`config.mk`:
```
export PLATFORM = sky130hd
export DESIGN_NAME = pulse_stretcher_flat
export DESIGN_NICKNAME = d
export VERILOG_FILES = /design/src/rtl/pulse_stretcher_if.sv /design/src/rtl/pulse_stretcher.sv /design/src/flat_wrapper.sv
export SDC_FILE = /design/constraint.sdc
export NUM_CORES = 1
export LEC_CHECK = 0
export CAP_MARGIN = 15
export CORE_MARGIN = 4
export CORE_UTILIZATION = 30
export DETAILED_ROUTE_END_ITERATION = 8
export GPL_TIMING_DRIVEN = 0
export SLEW_MARGIN = 10
export SYNTH_ARGS = -nofsm -noshare
export SYNTH_HDL_FRONTEND = slang
export SYNTH_SLANG_ARGS = --single-unit
```
`constraint.sdc`:
```
create_clock -name clk -period 2.22 [get_ports clk]
set_input_delay 0.444 -clock clk [delete_from_list [all_inputs] [get_ports clk]]
set_output_delay 0.444 -clock clk [all_outputs]
set_load 0.005 [all_outputs]
```
`src/rtl/pulse_stretcher_if.sv`:
```
// ---------------------------------------------------------------------------
// pulse_stretcher_if
//   Groups the event input and the status/pulse outputs of pulse_stretcher.
//   The master drives the event strobe and observes the outputs; the slave
//   (the stretcher itself) consumes the strobe and drives the outputs.
//   PEND_WIDTH must match the PEND_WIDTH of the connected pulse_stretcher.
// ---------------------------------------------------------------------------
interface pulse_stretcher_if #(
    parameter int PEND_WIDTH = 4
);
    logic                  in;       // event strobe, rising edge = one event
    logic                  out;      // stretched, human-visible pulse
    logic                  busy;     // a blink or its trailing gap is running
    logic [PEND_WIDTH-1:0] pending;  // events queued behind the current blink
    logic                  drop;     // one-cycle strobe: event lost to saturation

    modport master (
        output in,
        input  out,
        input  busy,
        input  pending,
        input  drop
    );

    modport slave (
        input  in,
        output out,
        output busy,
        output pending,
        output drop
    );
endinterface : pulse_stretcher_if

```
`src/rtl/pulse_stretcher.sv`:
```
// ---------------------------------------------------------------------------
// pulse_stretcher
//   Turns each rising edge on bus.in into one blink on bus.out: high for
//   2^HOLD_WIDTH cycles, then forced low for 2^GAP_WIDTH cycles. Edges that
//   arrive during a blink or its gap are queued in a saturating counter so
//   every event stays visible as its own blink; an edge arriving while the
//   queue is full is reported on bus.drop.
//
//   Optional build macro: PULSE_STRETCHER_PWM_EN
//     Defined   - a free-running 4-bit PWM counter gates bus.out during the
//                 on-phase with a duty of PWM_DUTY/16. Timing, busy, pending
//                 and drop are unaffected.
//     Undefined - no PWM counter; bus.out is high for the whole on-phase.
//
//   All outputs are registered. Reset is asynchronous, active-low.
// ---------------------------------------------------------------------------
module pulse_stretcher #(
    parameter int HOLD_WIDTH = 8,   // on-phase lasts 2^HOLD_WIDTH cycles
    parameter int GAP_WIDTH  = 8,   // gap lasts 2^GAP_WIDTH cycles
    parameter int PEND_WIDTH = 4,   // queue saturates at 2^PEND_WIDTH-1
    parameter int PWM_DUTY   = 8    // on-phase duty out of 16 (PWM build only)
) (
    input  logic               clk,
    input  logic               rst_n,
    pulse_stretcher_if.slave   bus
);

    // Illegal configurations stop elaboration rather than building silently.
    if (HOLD_WIDTH < 1 || GAP_WIDTH < 1 || PEND_WIDTH < 1 ||
        PWM_DUTY < 0 || PWM_DUTY > 16) begin : g_bad_params
        $error("pulse_stretcher: illegal parameter combination");
    end

    typedef enum logic [1:0] {
        ST_IDLE = 2'd0,
        ST_ON   = 2'd1,
        ST_GAP  = 2'd2
    } state_t;

    localparam logic [PEND_WIDTH-1:0] PEND_MAX = '1;

    // Registered state
    state_t                state_q;
    logic [HOLD_WIDTH-1:0] hold_q;
    logic [GAP_WIDTH-1:0]  gap_q;
    logic [PEND_WIDTH-1:0] pend_q;
    logic                  in_q;
    logic                  out_q;
    logic                  busy_q;
    logic                  drop_q;

    // Next-state values
    state_t                state_d;
    logic [HOLD_WIDTH-1:0] hold_d;
    logic [GAP_WIDTH-1:0]  gap_d;
    logic [PEND_WIDTH-1:0] pend_d;
    logic                  out_d;
    logic                  busy_d;
    logic                  drop_d;

    logic                  event_s;   // rising edge seen this cycle
    logic                  consume;   // a new blink starts straight out of GAP
    logic                  hold_last; // final on-phase cycle
    logic                  gap_last;  // final gap cycle

    assign event_s   = bus.in & ~in_q;
    assign hold_last = &hold_q;
    assign gap_last  = &gap_q;

`ifdef PULSE_STRETCHER_PWM_EN
    localparam logic [4:0] DUTY = 5'(PWM_DUTY);

    logic [3:0] pwm_q;
    logic [3:0] pwm_d;

    assign pwm_d = pwm_q + 4'd1;

    // Free-running PWM phase counter; runs in every state.
    always_ff @(posedge clk or negedge rst_n) begin
        if (!rst_n) begin
            pwm_q <= 4'd0;
        end else begin
            pwm_q <= pwm_d;
        end
    end
`endif

    // Next state, counters and queue bookkeeping.
    always_comb begin
        // NOTE: every output of this block gets a default before any branch,
        // so no path leaves a signal unassigned and no latch is inferred.
        state_d = state_q;
        hold_d  = hold_q;
        gap_d   = gap_q;
        pend_d  = pend_q;
        drop_d  = 1'b0;
        consume = 1'b0;

        unique case (state_q)
            ST_IDLE: begin
                if (event_s) begin
                    state_d = ST_ON;
                    hold_d  = '0;
                end
            end

            ST_ON: begin
                hold_d = hold_q + 1'b1;
                if (hold_last) begin
                    state_d = ST_GAP;
                    gap_d   = '0;
                end
            end

            ST_GAP: begin
                gap_d = gap_q + 1'b1;
                if (gap_last) begin
                    if (pend_q != '0 || event_s) begin
                        state_d = ST_ON;
                        hold_d  = '0;
                        consume = 1'b1;
                    end else begin
                        state_d = ST_IDLE;
                    end
                end
            end

            default: begin
                state_d = ST_IDLE;
            end
        endcase

        // Queue update. An edge arriving exactly when a queued blink is taken
        // cancels the decrement (or is itself the blink when nothing was
        // queued), so pending never moves and nothing is dropped then.
        if (state_q != ST_IDLE) begin
            if (event_s) begin
                if (!consume) begin
                    if (pend_q == PEND_MAX) begin
                        drop_d = 1'b1;
                    end else begin
                        pend_d = pend_q + 1'b1;
                    end
                end
            end else if (consume) begin
                pend_d = pend_q - 1'b1;
            end
        end
    end

    // Registered outputs derived from the next state.
    always_comb begin
        busy_d = (state_d != ST_IDLE);
`ifdef PULSE_STRETCHER_PWM_EN
        out_d  = (state_d == ST_ON) && ({1'b0, pwm_d} < DUTY);
`else
        out_d  = (state_d == ST_ON);
`endif
    end

    // State, counters, edge detector and output registers.
    always_ff @(posedge clk or negedge rst_n) begin
        // NOTE: sequential state uses non-blocking assignments so every
        // register samples the pre-edge values, independent of statement order.
        if (!rst_n) begin
            state_q <= ST_IDLE;
            hold_q  <= '0;
            gap_q   <= '0;
            pend_q  <= '0;
            in_q    <= 1'b0;
            out_q   <= 1'b0;
            busy_q  <= 1'b0;
            drop_q  <= 1'b0;
        end else begin
            state_q <= state_d;
            hold_q  <= hold_d;
            gap_q   <= gap_d;
            pend_q  <= pend_d;
            in_q    <= bus.in;
            out_q   <= out_d;
            busy_q  <= busy_d;
            drop_q  <= drop_d;
        end
    end

    assign bus.out     = out_q;
    assign bus.busy    = busy_q;
    assign bus.pending = pend_q;
    assign bus.drop    = drop_q;

endmodule : pulse_stretcher

```
`src/flat_wrapper.sv`:
```
// flat-port wrapper written by rule: the top's interface ports become plain ports
module pulse_stretcher_flat 
#(
    parameter int HOLD_WIDTH = 8,                                        
    parameter int GAP_WIDTH  = 8,                                  
    parameter int PEND_WIDTH = 4,                                       
    parameter int PWM_DUTY   = 8                                               
)
  (clk, rst_n, bus_in, bus_out, bus_busy, bus_pending, bus_drop);
  pulse_stretcher_if #(.PEND_WIDTH(PEND_WIDTH)) bus_i ();
  input  logic clk;
  input  logic rst_n;
  input wire logic [$bits(bus_i.in)-1:0] bus_in;
  output wire logic [$bits(bus_i.out)-1:0] bus_out;
  output wire logic [$bits(bus_i.busy)-1:0] bus_busy;
  output wire logic [$bits(bus_i.pending)-1:0] bus_pending;
  output wire logic [$bits(bus_i.drop)-1:0] bus_drop;
  assign bus_i.in = bus_in;
  assign bus_out = bus_i.out;
  assign bus_busy = bus_i.busy;
  assign bus_pending = bus_i.pending;
  assign bus_drop = bus_i.drop;
  pulse_stretcher #(.HOLD_WIDTH(HOLD_WIDTH), .GAP_WIDTH(GAP_WIDTH), .PEND_WIDTH(PEND_WIDTH), .PWM_DUTY(PWM_DUTY)) u_core (.clk(clk), .rst_n(rst_n), .bus(bus_i));
endmodule
```
; Word level (Yosys, flattened, before mapping)
; Cells that the tools add are included.
[totals]
out_inout_bits = 7
elab_cells = 59
reg_bits = 26
[op_classes]
n_bitwise = 2
addsub = 4
eq_ne = 10
n_reduce_logical = 13
muxes = 22
[op_table]
columns = cell, count
row1 = $mux W8, 4
row2 = $pmux W8 S3, 1
row3 = $add A8 B1 Y8 const B, 2
row4 = $mux W4, 4
row5 = $pmux W8 S2, 1
row6 = $reduce_and A8 Y1, 2
row7 = $ne A2 B1 Y1 const B, 5
row8 = $mux W1, 8
row9 = $reduce_and A4 Y1, 2
row10 = $reduce_bool A2 Y1, 4
row11 = $mux W2, 3
row12 = $pmux W2 S3, 1
row13 = $add A4 B1 Y4 const B, 1
row14 = $eq A2 B1 Y1 const B, 2
row15 = $eq A4 B4 Y1 const B, 1
row16 = $reduce_bool A4 Y1, 1
row17 = $sub A4 B1 Y4 const B, 1
row18 = $reduce_bool A3 Y1, 1
row19 = $eq A2 B2 Y1 const B, 1
row20 = $logic_not A2 Y1, 1
row21 = $ne A2 B2 Y1 const B, 1
row22 = $reduce_and A2 Y1, 1
row23 = $and A1 B1 Y1, 1
row24 = $logic_or A1 B1 Y1, 1
row25 = $not A1 Y1, 1

; Logic depth before layout (Yosys ltp)
[depth]
word_depth = 9
mapped_depth = 8

; Least setup slack after synthesis
; No wires, ideal clock.
[synth_path]
kind = reg-to-reg
from = register u_core.gap_q[0]
to = register u_core.pend_q[1] (netlist: u_core.bus.pending[1])
path_stages_with_launch = 6
setup_ns = 0.127
setup_slack_ns = 0.464
period_less_slack_ns = 1.756
n_path_buf = 0
t_arrival_ns = 1.628
path_cell_list = dfrtp_1 ha_1 nand3b_4 or4_4 nand2_1 mux2_1
[synth_via]
elab_chain_len = 5
elab_cells_between_ends = 7
[synth_rtl]
columns = item, line_no
row1 = from (decl), pulse_stretcher.sv:45  ; logic [GAP_WIDTH-1:0] gap_q;
row2 = from (signal assigned), pulse_stretcher.sv:177  ; gap_q <= gap_d;
row3 = $reduce_and A8 Y1 *, pulse_stretcher.sv:68  ; assign gap_last = &gap_q;
row4 = $mux W1 *, pulse_stretcher.sv:117  ; if (gap_last) begin
row5 = $mux W1 *, pulse_stretcher.sv:99  ; unique case (state_q)
row6 = $ne A2 B2 Y1 (no source line) (tied with other cells), --
row7 = $reduce_and A4 Y1 (no source line) *, --
row8 = to (signal assigned), pulse_stretcher.sv:178  ; pend_q <= pend_d;
row9 = to (decl), pulse_stretcher.sv:46  ; logic [PEND_WIDTH-1:0] pend_q;
; Every way passes the cells marked *; elsewhere a longest branch is shown, timed or not.
; A chain may end at the register's enable or synchronous reset.

; Final worst setup path
[layout_path]
from = input bus_in
to = register u_core.pend_q[3] (netlist: u_core.bus.pending[3])
[layout_via]
elab_chain_len = 7
elab_cells_between_ends = 10
[layout_rtl]
columns = item, line_no
row1 = from (decl), flat_wrapper.sv:13  ; input wire logic [$bits(bus_i.in)-1:0] bus_in;
row2 = $and A1 B1 Y1 *, pulse_stretcher.sv:66  ; assign event_s = bus.in & ~in_q;
row3 = $logic_or A1 B1 Y1, pulse_stretcher.sv:118  ; if (pend_q != '0 || event_s) begin
row4 = $mux W1, pulse_stretcher.sv:118
row5 = $mux W1, pulse_stretcher.sv:117
row6 = $mux W1, pulse_stretcher.sv:99
row7 = $ne A2 B2 Y1 (no source line) (tied with other cells), --
row8 = $reduce_and A4 Y1 (no source line), --
; Marked as above.

==> qor.csv <==
stage;metric;value;unit
status;outcome;complete, no violations;
synthesis;synth_most_common_cell;dfrtp_1;
synthesis;syn_nets;146;
timing;tns;0;ps
synthesis;ys_top_cells_by_area;dfrtp_1, nand2_1, o21ai_0;
die;start_util;0.313;
timing;relSlewSlack;0.610;
layout;diodes;0;
global_route;grt_usage;0.104;
worst_setup_path;startpoint_type;input pin;
timing;fmaxAchievable;490;MHz
global_route;antenna_found_initial;0;
synthesis;yosysUniqueCellTypes;42;
worst_setup_path;reg2reg_to;u_core.hold_q[3]$_DFFE_PN0P_;
timing;fin_crit;2040;ps
global_route;grt_pass1_vias;1017;
synthesis;ys_seq_elements;26;
synthesis;synth_edf_count;0;
die;rows;24;
clock_tree;clk_latency;270;ps
global_route;grt_use_met2;0.176;
timing;rsz0062_at_grt;no;
synthesis;async_flop_share;1.00;
clock_tree;clock_path_buffers;2;
worst_setup_path;worst_ep_arrival_time;2240;ps
min_path;min_path_type;in2async;
die;die_h;75.9;um
timing;skew;1.81;ps
die;die_width;75.9;um
route;route.detailed.drc;0;
timing;slew_viol_final;0;
worst_setup_path;critPathRequiredTime;2420;ps
global_route;grt_max_degree;27;
worst_setup_path;reg2reg_depth;6;
route;finalWirelength;2.64;mm
global_route;use_met1;0.131;
power_and_ir_drop;powerDensity;974;nW/um2
global_route;grt_pass1_wl;4.60;mm
clock_tree;cts-root-buf;clkbuf_8;
timing;hold_viol_final;0;
worst_setup_path;worst-setup-path-type;in2reg;
placement;place.gp.congestion;0.857;
synthesis;avgSynthCellArea;10.0;um2
die;die_area;5750;um2
worst_setup_path;cp_max_fo;9;
clock_tree;cts_num_sinks;26;
synthesis;synth_top_cell_by_area;dfrtp_1;
synthesis;syn_area;1380;um2
worst_setup_path;reg2reg_slack;330;ps
placement;placed_area;1540;um2
global_route;use_met3;0.0277;
clock_tree;numCtsBuffers;3;
timing;worstMarginPinSlew;584;ps
run;cap_viol_max_count;0;
synthesis;synth_common_cells;dfrtp_1, nand2_1, o21ai_0;
synthesis;yosysSeqAreaShare;0.471;
clock_tree;clk_pin_slew_worst_paths;90;ps
worst_setup_path;setup.worst_path.end_class;register;
synthesis;postSynthCellCount;138;
clock_tree;ctsHoldBuffers;0;
layout;design_area;1610;um2
route;dr.pass1.iters;4;
clock_tree;cts_tree;done;
synthesis;ys.flop_type;dfrtp_1;
route;via_count;1030;
worst_setup_path;r2r-start;u_core.gap_q[0]$_DFFE_PN0P_;
placement;numPortBuffers;9;
power_and_ir_drop;max-vdd-ir-drop;0.458;mV
layout;drive_above_1_share;0.113;
layout;area_growth;16.3;%
timing;whs;163;ps
global_route;grt-ovfl-total;0;
synthesis;yosysTopAreaCellShare;0.471;
synthesis;synth.yosys.warnings;0;
route;routedWlPerCell;13.0;um
power_and_ir_drop;leakage;0.686;nW
global_route;top_usage_layer;met2;
route;drt_iter0_markers;66;
die;coreArea;4410;um2
route;via_per_inst;5.07;
clock_tree;htreeDepth;1;
layout;fin_nets;160;
timing;setup-violations-final;0;
placement;dp_hpwl;1.99;mm
die;pin_count;10;
timing;period_share;0.919;
route;drtAntennaViolNets;0;
-- flip-flops by register name, indices dropped and copies added (netlist names) --
name                flops
u_core.state_q          2
u_core.gap_q            8
u_core.hold_q           8
u_core.bus.out          1
u_core.in_q             1
u_core.bus.busy         1
u_core.bus.pending      4
u_core.bus.drop         1
-- cell type report --
class | instances | area (um2)
buffer | 3 | 15.0
fill | 429 | 2810
inverter | 2 | 7.51
timing repair buffer | 9 | 85.1
sequential | 26 | 651
tap | 52 | 65.1
clock buffer | 3 | 41.3
clock inverter | 1 | 30.0
multi-input combinational | 107 | 712
-- per-layer routing --
metal  part of all wire  up-vias  routed length (um)
met5                  0        -                   0
met4             0.0091        0                  24
met3              0.039        2                 103
met2               0.48       10                1260
met1               0.47      498                1240
li1                   -      520                   -
-- worst max-delay path, cell delays in order --
cell and delay (ps):
clkdlybuf4s50_1 470, nand2b_1 50, clkbuf_2 200, ha_1 320
a21o_1 180, a21oi_1 180, mux2i_1 230, xor2_1 160
-- worst max-delay path by stage --
stage,from,endpoint,slack (ps),cells past startpoint
finish,bus_in,u_core.bus.pending[3]$_DFFE_PN0P_,180,8
global route,bus_in,u_core.hold_q[3]$_DFFE_PN0P_,40,7
CTS,bus_in,u_core.hold_q[3]$_DFFE_PN0P_,160,7
detailed placement,bus_in,u_core.hold_q[3]$_DFFE_PN0P_,-120,7
global placement,bus_in,u_core.hold_q[3]$_DFFE_PN0P_,-90,7
floorplan,u_core.gap_q[0]$_DFFE_PN0P_,u_core.bus.pending[1]$_DFFE_PN0P_,460,5
-- power by group --
group          internal, mW  leakage, nW  switching, mW
clock                 0.241       0.0357          0.147
combinational         0.238        0.328          0.201
sequential            0.596        0.322          0.141
total                  1.07        0.686          0.489
-- through the flow --
step | cells | utilization | setup WS [ps] | total power [mW]
detailed placement | 199 | 0.348 | -122 | 1.20
floorplan | 138 | - | 464 | 1.00
global placement | 199 | 0.348 | -91.1 | 1.16
finish | 203 | 0.364 | 180 | 1.56
global route | 203 | 0.364 | 39.0 | 1.69
CTS | 203 | 0.364 | 160 | 1.59
-- what timing repair did --
item,CTS,global route
endpoints found under the setup margin,0,1
gates resized for setup,0,1
buffers inserted,0,0
-- placed cells by master, fill, tap and decap left out, types with 3 or more instances in the layout --
cell type,netlist,routed
o21ai_0,14,14
dfrtp_1,26,26
a21oi_1,4,3
or2_1,3,3
nor2_1,12,12
nand3_1,6,6
o31ai_1,3,3
o21ai_1,3,3
nand2_1,19,19
nand2b_1,3,3
ha_1,4,4
or3_1,3,3
xor2_1,5,5
buf_2,2,3
clkdlybuf4s50_1,0,8
clkbuf_8,0,3
-- cell families after synthesis --
logic type | after synthesis | share of synthesized area
DFF | 26 | 0.471
xor gates and xnor gates | 6 | 0.0380
AOI/OAI and AO/OA | 37 | 0.185
and+or+nand+nor | 57 | 0.224
adders and majority gates | 5 | 0.0507
buffers and inverters | 5 | 0.0163
muxes | 2 | 0.0154
(Power assumes the default switching activity.)
